## src/rtl/hazard_pkg.sv

```systemverilog
// Shared types and decode helpers for the pipeline hazard control unit.
package hazard_pkg;

    typedef enum logic [1:0] {
        ST_INIT     = 2'd0,
        ST_RUN      = 2'd1,
        ST_MEM_WAIT = 2'd2,
        ST_TIMEOUT  = 2'd3
    } hcu_state_t;

    localparam logic [4:0] REG_ZERO = 5'd0;

    // Write-enables of every pipeline register plus the two flush controls.
    typedef struct packed {
        logic pc_write;
        logic if_id_write;
        logic id_ex_write;
        logic ex_mem_write;
        logic mem_wb_write;
        logic if_id_flush;
        logic id_ex_flush;
    } pipe_ctrl_t;

    localparam pipe_ctrl_t CTRL_INIT     = 7'b00000_11;
    localparam pipe_ctrl_t CTRL_FREEZE   = 7'b00000_00;
    localparam pipe_ctrl_t CTRL_NORMAL   = 7'b11111_00;
    localparam pipe_ctrl_t CTRL_BRANCH   = 7'b11111_11;
    localparam pipe_ctrl_t CTRL_LOAD_USE = 7'b00111_01;

    // A load in EX whose destination feeds the instruction in ID; x0 never creates a hazard.
    function automatic logic is_load_use(input logic       mem_read,
                                         input logic [4:0] rd,
                                         input logic [4:0] rs1,
                                         input logic [4:0] rs2);
        return mem_read && (rd != REG_ZERO) && ((rd == rs1) || (rd == rs2));
    endfunction

    // Normal-flow decode; a taken branch outranks load-use since the dependent instruction is on the wrong path.
    function automatic pipe_ctrl_t run_decode(input logic branch, input logic load_use);
        pipe_ctrl_t ctrl;
        if (branch) begin
            ctrl = CTRL_BRANCH;
        end else if (load_use) begin
            ctrl = CTRL_LOAD_USE;
        end else begin
            ctrl = CTRL_NORMAL;
        end
        return ctrl;
    endfunction

endpackage

```

## src/rtl/hazard_control_unit_mem_wait_timer.sv

```systemverilog
// Counts consecutive frozen memory cycles and flags the cycle on which the wait limit is hit.
module mem_wait_timer #(
    parameter int MEM_TIMEOUT = 64,
    parameter int WAIT_W      = 8
) (
    input  logic clk,
    input  logic rst_n,
    input  logic start,
    input  logic active,
    input  logic mem_ready,
    output logic timeout
);

    localparam logic              TIMEOUT_EN = (MEM_TIMEOUT != 0);
    localparam logic [WAIT_W-1:0] ONE_W      = {{(WAIT_W-1){1'b0}}, 1'b1};
    localparam logic [WAIT_W-1:0] MAX_W      = {WAIT_W{1'b1}};
    localparam logic [WAIT_W-1:0] LAST_WAIT  = TIMEOUT_EN ? WAIT_W'(MEM_TIMEOUT - 1) : MAX_W;

    logic [WAIT_W-1:0] wait_cnt_r;
    logic              timeout_s;

    // Timeout fires on the last tolerated frozen cycle while memory is still not ready.
    always_comb begin
        timeout_s = 1'b0;
        if (TIMEOUT_EN && active && !mem_ready && (wait_cnt_r == LAST_WAIT)) begin
            timeout_s = 1'b1;
        end else begin
            timeout_s = 1'b0;
        end
    end

    // Wait counter: the stall-detect cycle counts as the first frozen cycle; release clears it.
    always_ff @(posedge clk or negedge rst_n) begin
        if (!rst_n) begin
            wait_cnt_r <= '0;
        end else if (start) begin
            wait_cnt_r <= ONE_W;
        end else if (active) begin
            if (mem_ready) begin
                wait_cnt_r <= '0;
            end else if (!timeout_s && (wait_cnt_r != MAX_W)) begin
                wait_cnt_r <= wait_cnt_r + ONE_W;
            end else begin
                wait_cnt_r <= wait_cnt_r;
            end
        end else begin
            wait_cnt_r <= wait_cnt_r;
        end
    end

    assign timeout = timeout_s;

endmodule

```

## src/rtl/hazard_control_unit.sv

```systemverilog
// Pipeline sequencing controller: memory-wait freeze, branch flush, load-use bubble,
// memory timeout with sticky error and saturating stall/flush counters.
module hazard_control_unit
    import hazard_pkg::*;
#(
    parameter int CNT_W       = 16,
    parameter int MEM_TIMEOUT = 64,
    parameter int WAIT_W      = 8
) (
    input  logic             clk,
    input  logic             rst_n,
    input  logic [4:0]       if_id_Rs1,
    input  logic [4:0]       if_id_Rs2,
    input  logic [4:0]       id_ex_rd,
    input  logic             id_ex_MemRead,
    input  logic             branch_taken,
    input  logic             mem_req,
    input  logic             mem_ready,
    input  logic             cnt_clr,
    output logic             pc_write,
    output logic             if_id_write,
    output logic             id_ex_write,
    output logic             ex_mem_write,
    output logic             mem_wb_write,
    output logic             if_id_flush,
    output logic             id_ex_flush,
    output logic [CNT_W-1:0] stall_cnt,
    output logic [CNT_W-1:0] flush_cnt,
    output logic             mem_timeout_err
);

    localparam logic [CNT_W-1:0] CNT_ONE = {{(CNT_W-1){1'b0}}, 1'b1};
    localparam logic [CNT_W-1:0] CNT_MAX = {CNT_W{1'b1}};

    hcu_state_t       state_r;
    hcu_state_t       state_nxt_s;
    pipe_ctrl_t       ctrl_s;
    logic             mem_stall_s;
    logic             load_use_s;
    logic             timer_start_s;
    logic             timeout_s;
    logic             stall_evt_s;
    logic             flush_evt_s;
    logic [CNT_W-1:0] stall_cnt_r;
    logic [CNT_W-1:0] flush_cnt_r;
    logic             err_r;

    assign mem_stall_s = mem_req && !mem_ready;
    assign load_use_s  = is_load_use(id_ex_MemRead, id_ex_rd, if_id_Rs1, if_id_Rs2);

    mem_wait_timer #(
        .MEM_TIMEOUT (MEM_TIMEOUT),
        .WAIT_W      (WAIT_W)
    ) u_mem_wait_timer (
        .clk       (clk),
        .rst_n     (rst_n),
        .start     (timer_start_s),
        .active    (state_r == ST_MEM_WAIT),
        .mem_ready (mem_ready),
        .timeout   (timeout_s)
    );

    // Next-state and per-cycle pipeline control decode.
    always_comb begin
        state_nxt_s   = state_r;
        ctrl_s        = CTRL_FREEZE;
        timer_start_s = 1'b0;
        stall_evt_s   = 1'b0;
        flush_evt_s   = 1'b0;
        case (state_r)
            ST_INIT: begin
                ctrl_s      = CTRL_INIT;
                state_nxt_s = ST_RUN;
            end
            ST_RUN: begin
                if (mem_stall_s) begin
                    ctrl_s        = CTRL_FREEZE;
                    timer_start_s = 1'b1;
                    stall_evt_s   = 1'b1;
                    state_nxt_s   = ST_MEM_WAIT;
                end else begin
                    ctrl_s      = run_decode(branch_taken, load_use_s);
                    stall_evt_s = !ctrl_s.pc_write;
                    flush_evt_s = branch_taken;
                    state_nxt_s = ST_RUN;
                end
            end
            ST_MEM_WAIT: begin
                if (mem_ready) begin
                    ctrl_s      = run_decode(branch_taken, load_use_s);
                    stall_evt_s = !ctrl_s.pc_write;
                    flush_evt_s = branch_taken;
                    state_nxt_s = ST_RUN;
                end else if (timeout_s) begin
                    ctrl_s      = CTRL_FREEZE;
                    stall_evt_s = 1'b1;
                    state_nxt_s = ST_TIMEOUT;
                end else begin
                    ctrl_s      = CTRL_FREEZE;
                    stall_evt_s = 1'b1;
                    state_nxt_s = ST_MEM_WAIT;
                end
            end
            ST_TIMEOUT: begin
                ctrl_s      = CTRL_FREEZE;
                state_nxt_s = ST_TIMEOUT;
            end
            default: begin
                ctrl_s      = CTRL_INIT;
                state_nxt_s = ST_INIT;
            end
        endcase
    end

    // State register.
    always_ff @(posedge clk or negedge rst_n) begin
        if (!rst_n) begin
            state_r <= ST_INIT;
        end else begin
            state_r <= state_nxt_s;
        end
    end

    // Sticky timeout error; only reset clears it.
    always_ff @(posedge clk or negedge rst_n) begin
        if (!rst_n) begin
            err_r <= 1'b0;
        end else if (timeout_s) begin
            err_r <= 1'b1;
        end else begin
            err_r <= err_r;
        end
    end

    // Saturating stall counter; clear wins over a same-cycle event.
    always_ff @(posedge clk or negedge rst_n) begin
        if (!rst_n) begin
            stall_cnt_r <= '0;
        end else if (cnt_clr) begin
            stall_cnt_r <= '0;
        end else if (stall_evt_s && (stall_cnt_r != CNT_MAX)) begin
            stall_cnt_r <= stall_cnt_r + CNT_ONE;
        end else begin
            stall_cnt_r <= stall_cnt_r;
        end
    end

    // Saturating branch-flush counter; clear wins over a same-cycle event.
    always_ff @(posedge clk or negedge rst_n) begin
        if (!rst_n) begin
            flush_cnt_r <= '0;
        end else if (cnt_clr) begin
            flush_cnt_r <= '0;
        end else if (flush_evt_s && (flush_cnt_r != CNT_MAX)) begin
            flush_cnt_r <= flush_cnt_r + CNT_ONE;
        end else begin
            flush_cnt_r <= flush_cnt_r;
        end
    end

    assign pc_write        = ctrl_s.pc_write;
    assign if_id_write     = ctrl_s.if_id_write;
    assign id_ex_write     = ctrl_s.id_ex_write;
    assign ex_mem_write    = ctrl_s.ex_mem_write;
    assign mem_wb_write    = ctrl_s.mem_wb_write;
    assign if_id_flush     = ctrl_s.if_id_flush;
    assign id_ex_flush     = ctrl_s.id_ex_flush;
    assign stall_cnt       = stall_cnt_r;
    assign flush_cnt       = flush_cnt_r;
    assign mem_timeout_err = err_r;

endmodule

```

## config.mk

```make
export PLATFORM = sky130hd
export DESIGN_NAME = hazard_control_unit
export DESIGN_NICKNAME = d
export VERILOG_FILES = /design/src/rtl/hazard_pkg.sv /design/src/rtl/hazard_control_unit_mem_wait_timer.sv /design/src/rtl/hazard_control_unit.sv
export SDC_FILE = /design/constraint.sdc
export NUM_CORES = 1
export LEC_CHECK = 0
export BUFFER_PORTS_ARGS = -buffer_cell sky130_fd_sc_hd__buf_2
export CAP_MARGIN = 10
export CORE_ASPECT_RATIO = 1.1
export CORE_MARGIN = 10
export CORE_UTILIZATION = 53
export DETAILED_ROUTE_END_ITERATION = 8
export PLACE_DENSITY = 0.81
export SLEW_MARGIN = 5
export SYNTH_ARGS = -nofsm -noshare
export SYNTH_HDL_FRONTEND = slang
export SYNTH_SLANG_ARGS = --single-unit
```

## constraint.sdc

```tcl
create_clock -name clk -period 2.85 [get_ports clk]
set_input_delay 0.57 -clock clk [delete_from_list [all_inputs] [get_ports clk]]
set_output_delay 0.57 -clock clk [all_outputs]
set_load 0.02 [all_outputs]
```

### Word level (Yosys, flattened, before mapping)

Index checks and enable logic that the tools add are counted.

* $add $sub $neg: 3
* equal/unequal tests: 9
* multiplexer cells: 30
* reduce and logical (&&, ||, !) cells: 20

Operators by type and width (count)
* $mux 16: 4
* $mux 7: 8
* $add 16x1->16 const B: 2
* $mux 8: 4
* $ne 16x16->1 const B: 2
* $pmux 7 s4: 1
* $eq 5x5->1: 2
* $add 8x1->8 const B: 1
* $eq 8x6->1 const B: 1
* $logic_and 1x1->1: 8
* $mux 1: 8
* $ne 8x8->1 const B: 1
* $pmux 2 s4: 1
* $reduce_bool 2->1: 3
* $reduce_bool 5->1: 1
* $eq 2x2->1 const B: 2
* $logic_not 1->1: 4
* $mux 2: 2
* $pmux 1 s2: 2
* $reduce_bool 3->1: 1
* $eq 2x1->1 const B: 1
* $logic_not 2->1: 1
* $reduce_and 2->1: 1
* $logic_or 1x1->1: 1

* flip-flop bits (word level): 43
* input port bits: 22
* output and inout bits: 40
* logic and storage cells: 67

### Depth between registers and ports, before layout

Gate-level depths: netlist of the first run.

* depth in word-level cells: 13
* depth in mapped cells: 10
* gate-level depth less buffers: 8

### Modules after synthesis

Synthesis of the first run repeated with hierarchy kept, for this count alone.

* cells, all modules: 289
* area total of the unflattened synthesis: 2622.5 um2

By module, submodules not included
* hazard_control_unit: instances 1, cells each 228, area an instance 2090.8 um2, sequential area each 875.8 um2
* mem_wait_timer: instances 1, cells each 61, area an instance 531.8 um2, sequential area each 200.2 um2

### Worst setup path before layout of the first run

OpenSTA, ideal clock, no wires.

* path type: flip-flop to output port
* start point: register state_r[1]
* end point: output port pc_write
* data arrival time: 1.804 ns
* data required time: 2.280 ns
* path slack: 0.476 ns
* stages on the path, launching flop included: 8
* buffers on the path: 1
* cells stage by stage: dfrtp_1 inv_1 ha_1 nor2b_1 nor2_1 nor2_1 o21a_1 buf_4

* longest elaborated chain between the ends: 2
* elaborated cells between the ends (all ways): 5
* those cells by class: eq/ne: 3; mux: 1; reduce/logical: 1

RTL lines
* start, declared: RTL line hazard_control_unit.sv:35 `hcu_state_t state_r;`
* start signal, assigned: RTL line hazard_control_unit.sv:120 `state_r <= state_nxt_s;`
* $eq 2x2->1, or another cell as far along: RTL line hazard_control_unit.sv:70 `case (state_r)`
* $pmux 7 s4 *: RTL line hazard_control_unit.sv:70
* end, declared: RTL line hazard_control_unit.sv:20 `output logic pc_write,`

Mark *: on every way between the ends. The rest lies on a longest branch, timed or not.

### Worst setup path in the final report of the first run

* start point: register state_r[0]
* end point: output port id_ex_flush

* longest elaborated chain between the ends: 2
* elaborated cells between the ends (all ways): 5
* those cells by class: eq/ne: 3; mux: 1; reduce/logical: 1

RTL lines
* $eq 2x2->1, or another cell as far along: RTL line hazard_control_unit.sv:70
* $pmux 7 s4 *: RTL line hazard_control_unit.sv:70
* end, declared: RTL line hazard_control_unit.sv:26 `output logic id_ex_flush,`

Marked as above.

==> results.toml, run 1 <==
[worst_setup_path]
arrival_ns = 2.00
cp_top_family = "compound AO/OA/AOI/OAI gates"
worstPathMaxFanout = 5
critPathRequiredTime_ns = 2.28
cp_slowest_cell = "dfrtp_1"
reg2reg_slack_ns = 0.52
crit_chain = "inv_1 > ha_1 > o21a_1 > or2_2 > a21o_1 > o21bai_1 > buf_2"
crit_path_end_kind = "output port"
critPathLaunchType = "register"
max_stage_delay_ns = 0.38
critPathBufInv = 2
worstSetupPathType = "register to output port"

[layout]
area_delta_synth_final_pct = 16.3
fillers = 400
final_common_cell = "buf_2"
diodes = 0
final_cell_mix = "61 x buf_2, 43 x dfrtp_1, 27 x nor2_1"
multiInputGateArea_um2 = 1330
final_nets = 359
postLayoutCellArea_um2 = 2920
area.sequential_um2 = 1080
drive_above_1_share = 0.248

[die]
die_h_um = 92.2
coreArea_um2 = 4620
num_io_pins = 62
num_rows = 26
initial_core_util = 0.544
die_w_um = 85.7
die-area_um2 = 7900

[sta]
setup_tns_ns = 0
setup_viol = 0
hold_violations = 0
worstMarginPinSlew_ns = 0.938
rsz0062_at_grt = "false"
whs_ns = 0.413
finalCritPeriodShare = 0.903
slew_violations = 0
slew_headroom = 0.375
finalClockSkew_ns = 0.00784
fmax_mhz = 388
final.min_clock_period_ns = 2.57

[status]
status = "finished, final reports clean"

[cts]
clk_latency_ns = 0.30
cts_sinks = 43
root_buffer = "clkbuf_8"
htree_levels = 2
postCtsHoldBufs = 0
cts_buffers = 5
postCtsSetupBuffers = 0
clock_path_buffers = 2
cts_tree = "yes"
path_clk_slew_ns = 0.08
cts_repair_resize_count = 0

[global_route]
grt_overflow = 0
grt_pass1_vias = 2211
grt_pass1_wl_mm = 9.85
antenna_found_initial = 0
grt_max_degree = 44
track_usage = 0.146

[route]
drt_drc_violations_left = 0
drt_iter0_drc = 170
drtPass1Iterations = 4
wire_per_inst_um = 14.6
viasPerCell = 5.69
routed_wl_mm = 5.66
ant_nets = 0
vias = 2203

[placed_design]
dpl_cell_area_um2 = 2820
routabilityCongestion = 0.802
hpwl_mm = 4.18
portBuffers = 61

[pwr]
leakagePower_uw = 0.00141
power_per_cell_area_nw_per_um2 = 614
peakVddDrop_mv = 0.408

[hold_path]
hold_class = "primary input to asynchronous set/reset pin"

[synthesis]
synth.largest_area_cell = "dfrtp_1"
ys_warn_count = 0
ys_seq_area_frac = 0.428
synth_seq_cells = 43
synthDistinctLibCells = 44
syn_area_um2 = 2510
synth_edf_count = 0
ys.flop_type = "dfrtp_1"
synth_area_leaders = "dfrtp_1 43%, xor2_1 5.2%, xnor2_1 4.2%, nor2_1 4.0%, nand3_1 3.8%"
synth_fp_nets = 300
synth_cells = 271
synth_area_per_cell_um2 = 9.28
synth-async-reset-ratio = 1.00
synth_top_area_share = 0.428

[flow_run]
cap_violations = 0
[layer usage]
metal | GRT usage | up-vias | part of all wire
li1 | - | 1078 | -
met1 | 0.158 | 1073 | 0.43
met2 | 0.265 | 45 | 0.50
met3 | 0.0442 | 7 | 0.055
met4 | 0.0453 | 0 | 0.011
met5 | 0 | - | 0
[Yosys cell counts, types with 2 or more instances]
master,n
dfrtp_1,43
nor2_1,27
nand3_1,19
a21oi_1,18
nand2_1,15
o21ai_0,15
or3_1,15
xor2_1,15
xnor2_1,12
and3_1,10
o21ai_1,8
ha_1,7
nand4_1,6
inv_1,5
and2_1,4
buf_6,4
nand2b_1,4
or2_2,4
and4_1,3
buf_4,3
clkbuf_1,3
o31ai_1,3
a31oi_1,2
buf_2,2
mux2i_1,2
nor4b_1,2
o211ai_1,2
o21a_1,2
[path summary, 6_finish.rpt]
kind | start | endpoint | depth (start not counted)
max | state_r[0] | id_ex_flush | 7
min | rst_n | flush_cnt[5] | 1
max reg2reg | state_r[1] | flush_cnt[13] | 8
min reg2reg | mem_timeout_err | mem_timeout_err | 1
max in group asynchronous | rst_n | stall_cnt[2] | 1
min in group clk | mem_timeout_err | mem_timeout_err | 1
[report_power, final]
part	switching, uW	total, uW	internal, uW	leakage [uW]
clock network	210	431	221	0.0000515
registers	50.9	709	658	0.000591
logic	406	655	249	0.000765
[cell families after synthesis]
| group | share of synthesized area |
|---|---|
| xor gates and xnor gates | 0.0940 |
| DFF | 0.428 |
| and+or+nand+nor | 0.248 |
| adders and majority gates | 0.0348 |
| muxes | 0.0124 |
| AOI/OAI and AO/OA | 0.140 |
| buffers and inverters | 0.0428 |
[flip-flops by register name, indices dropped and copies added (netlist names)]
name,flops
flush_cnt,16
mem_timeout_err,1
stall_cnt,16
state_r,2
u_mem_wait_timer.wait_cnt_r,8
[final cells by class]
type / count / share of cell area
clock buffers: 8 / 0.0342
multi-input cells: 211 / 0.455
repair buffers: 64 / 0.112
well taps: 56 / 0.0240
inverters: 5 / 0.00642
flip-flops and latches: 43 / 0.368
[per-stage QoR]
| step | utilization | power [uW] | std cells | setup slack, ns |
|---|---|---|---|---|
| floorplan | - | 1240 | 271 | 0.476 |
| global placement | 0.611 | 1360 | 379 | 0.523 |
| detailed placement | 0.611 | 1380 | 379 | 0.484 |
| CTS | 0.633 | 1810 | 387 | 0.274 |
| global route | 0.633 | 1920 | 387 | 0.182 |
| finish | 0.633 | 1790 | 387 | 0.276 |
Note: power is estimated with default switching activity, not from simulation.
==> run 2, diff against run 1 <==
--- a/config.mk
+++ b/config.mk
@@ -9,9 +9,9 @@
 export CAP_MARGIN = 10
 export CORE_ASPECT_RATIO = 1.1
 export CORE_MARGIN = 10
-export CORE_UTILIZATION = 53
+export CORE_UTILIZATION = 45
 export DETAILED_ROUTE_END_ITERATION = 8
-export PLACE_DENSITY = 0.81
+export PLACE_DENSITY = 0.74
 export SLEW_MARGIN = 5
 export SYNTH_ARGS = -nofsm -noshare
 export SYNTH_HDL_FRONTEND = slang
==> constraint.sdc (replaced) <==
create_clock -name clk -period 2.2 [get_ports clk]
set_input_delay 0.22 -clock clk [delete_from_list [all_inputs] [get_ports clk]]
set_output_delay 0.22 -clock clk [all_outputs]
set_load 0.02 [all_outputs]
==> results.toml, run 2 (synthesis gave the netlist of run 1 again) <==
[worst_setup_path]
worstSetupPathType = "register to output port"
crit_path_end_kind = "output port"
arrival_ns = 1.93
reg2reg_depth = 9
startpoint = "state_r[0]"
critPathRequiredTime_ns = 1.98
critPathLaunchType = "register"
crit_path_end = "id_ex_flush"
worstPathMaxFanout = 5
reg2reg_from = "state_r[0]"
reg2reg_slack_ns = 0.06
r2r_end = "flush_cnt[10]"

[pwr]
finalPower_uw = 2610
p_switching_uw = 938
p_int_uw = 1670
leakagePower_uw = 0.00150
p_clk_frac = 0.252
peakVddDrop_mv = 0.580
p_seq_frac = 0.350
power_per_cell_area_nw_per_um2 = 832
p_sw_frac = 0.360
p_comb_frac = 0.398

[global_route]
grt_pass1_wl_mm = 10.5
grt_pass1_vias = 2205
grt_overflow = 0
grt_max_degree = 33
track_usage = 0.137
antenna_found_initial = 0

[cts]
cts_buffers = 5
cts_tree = "yes"
path_clk_slew_ns = 0.09
clk_latency_ns = 0.30
root_buffer = "clkbuf_8"
htree_levels = 2
clock_path_buffers = 2
cts_sinks = 43

[route]
drt_drc_violations_left = 0
ant_nets = 0
viasPerCell = 5.40
wire_per_inst_um = 15.0
drt_iter0_drc = 113
routed_wl_mm = 6.28
vias = 2266
drtPass1Iterations = 4

[die]
die_h_um = 98.4
num_rows = 28
coreArea_um2 = 5400
num_io_pins = 62
die-area_um2 = 8980
die_w_um = 91.3
initial_core_util = 0.466

[placed_design]
hpwl_mm = 4.49
pre_cts_slack_ns = 0.0870
dpl_cell_area_um2 = 2910
portBuffers = 61
routabilityCongestion = 0.775

[sta]
hold_violations = 0
finalCritPeriodShare = 0.978
slew_headroom = 0.596
setup_viol = 0
fmax_mhz = 465
worstMarginPinSlew_ns = 0.606
setup_tns_ns = 0
final.min_clock_period_ns = 2.15
slew_violations = 0
layout_setup_ws_ns = 0.0479
finalClockSkew_ns = 0.0132

[layout]
final_cell_mix = "60 x buf_2, 43 x dfrtp_1, 27 x nor2_1"
diodes = 0
final_nets = 373
final_common_cell = "buf_2"
drive_above_1_share = 0.299
postLayoutCellArea_um2 = 3140
area_delta_synth_final_pct = 24.7
fillers = 533

[hold_path]
hold_class = "primary input to asynchronous set/reset pin"

[flow_run]
cap_violations = 0

[status]
status = "finished, final reports clean"
## run 2: final cells by class
| type | count | area [um2] | area share |
|---|---|---|---|
| well taps | 75 | 93.8 | 0.0299 |
| flip-flops and latches | 43 | 1080 | 0.343 |
| clock buffers | 6 | 82.6 | 0.0263 |
| multi-input cells | 211 | 1380 | 0.440 |
| repair buffers | 78 | 450 | 0.144 |
| clock inverters | 2 | 35.0 | 0.0112 |
| inverters | 5 | 18.8 | 0.00599 |
## run 2: power groups by stage
stage / combinational [uW] / clock (uW) / sequential (uW)
after detailed placement: 893 / 0 / 926
after CTS: 932 / 661 / 909
after floorplan: 661 / 0 / 939
after global placement: 876 / 0 / 922
after global routing: 1150 / 690 / 921
final: 1040 / 656 / 913
## run 2: repair_timing
| item | CTS | global route |
|---|---|---|
| pin swaps | 0 | 4 |
| endpoints found under the hold margin | 12 | 0 |
| gates resized for setup | 2 | 9 |
| hold buffers | 1 | 0 |
| endpoints found under the setup margin | 1 | 19 |
| buffers inserted | 2 | 4 |
## run 2: stage by stage
| stage | util | std cells | hold WS [ns] |
|---|---|---|---|
| finish | 0.581 | 420 | 0.329 |
| global route | 0.581 | 420 | 0.353 |
| CTS | 0.567 | 416 | 0.319 |
| detailed placement | 0.540 | 405 | 0.134 |
| global placement | 0.540 | 405 | 0.126 |
| floorplan | - | 271 | -0.0756 |
## run 2: layer usage
metal	vias to the layer above	global-route usage	part of all wire	wire (um)
met5	-	0	0	0
met4	0	0.0507	0.017	106
met3	9	0.0337	0.049	309
met2	60	0.222	0.49	3050
met1	1092	0.171	0.45	2810
li1	1105	-	-	-
## run 2: worst min path at each step
stage / endpoint / from / slack (ns)
2_1_floorplan: flush_cnt[0] / rst_n / -0.08
3_3_place_gp: flush_cnt[5] / rst_n / 0.13
3_5_place_dp: flush_cnt[4] / rst_n / 0.13
4_1_cts: state_r[1] / mem_ready / 0.32
5_1_grt: flush_cnt[7] / rst_n / 0.35
6_report: flush_cnt[7] / rst_n / 0.33
## run 2: critical path, cell delays in order, from the launching register on
cell      delay, ns
dfrtp_1        0.39
buf_4          0.15
ha_4           0.17
o21a_1         0.21
or2_4          0.24
a21o_1         0.16
o21bai_1       0.15
buf_4          0.16
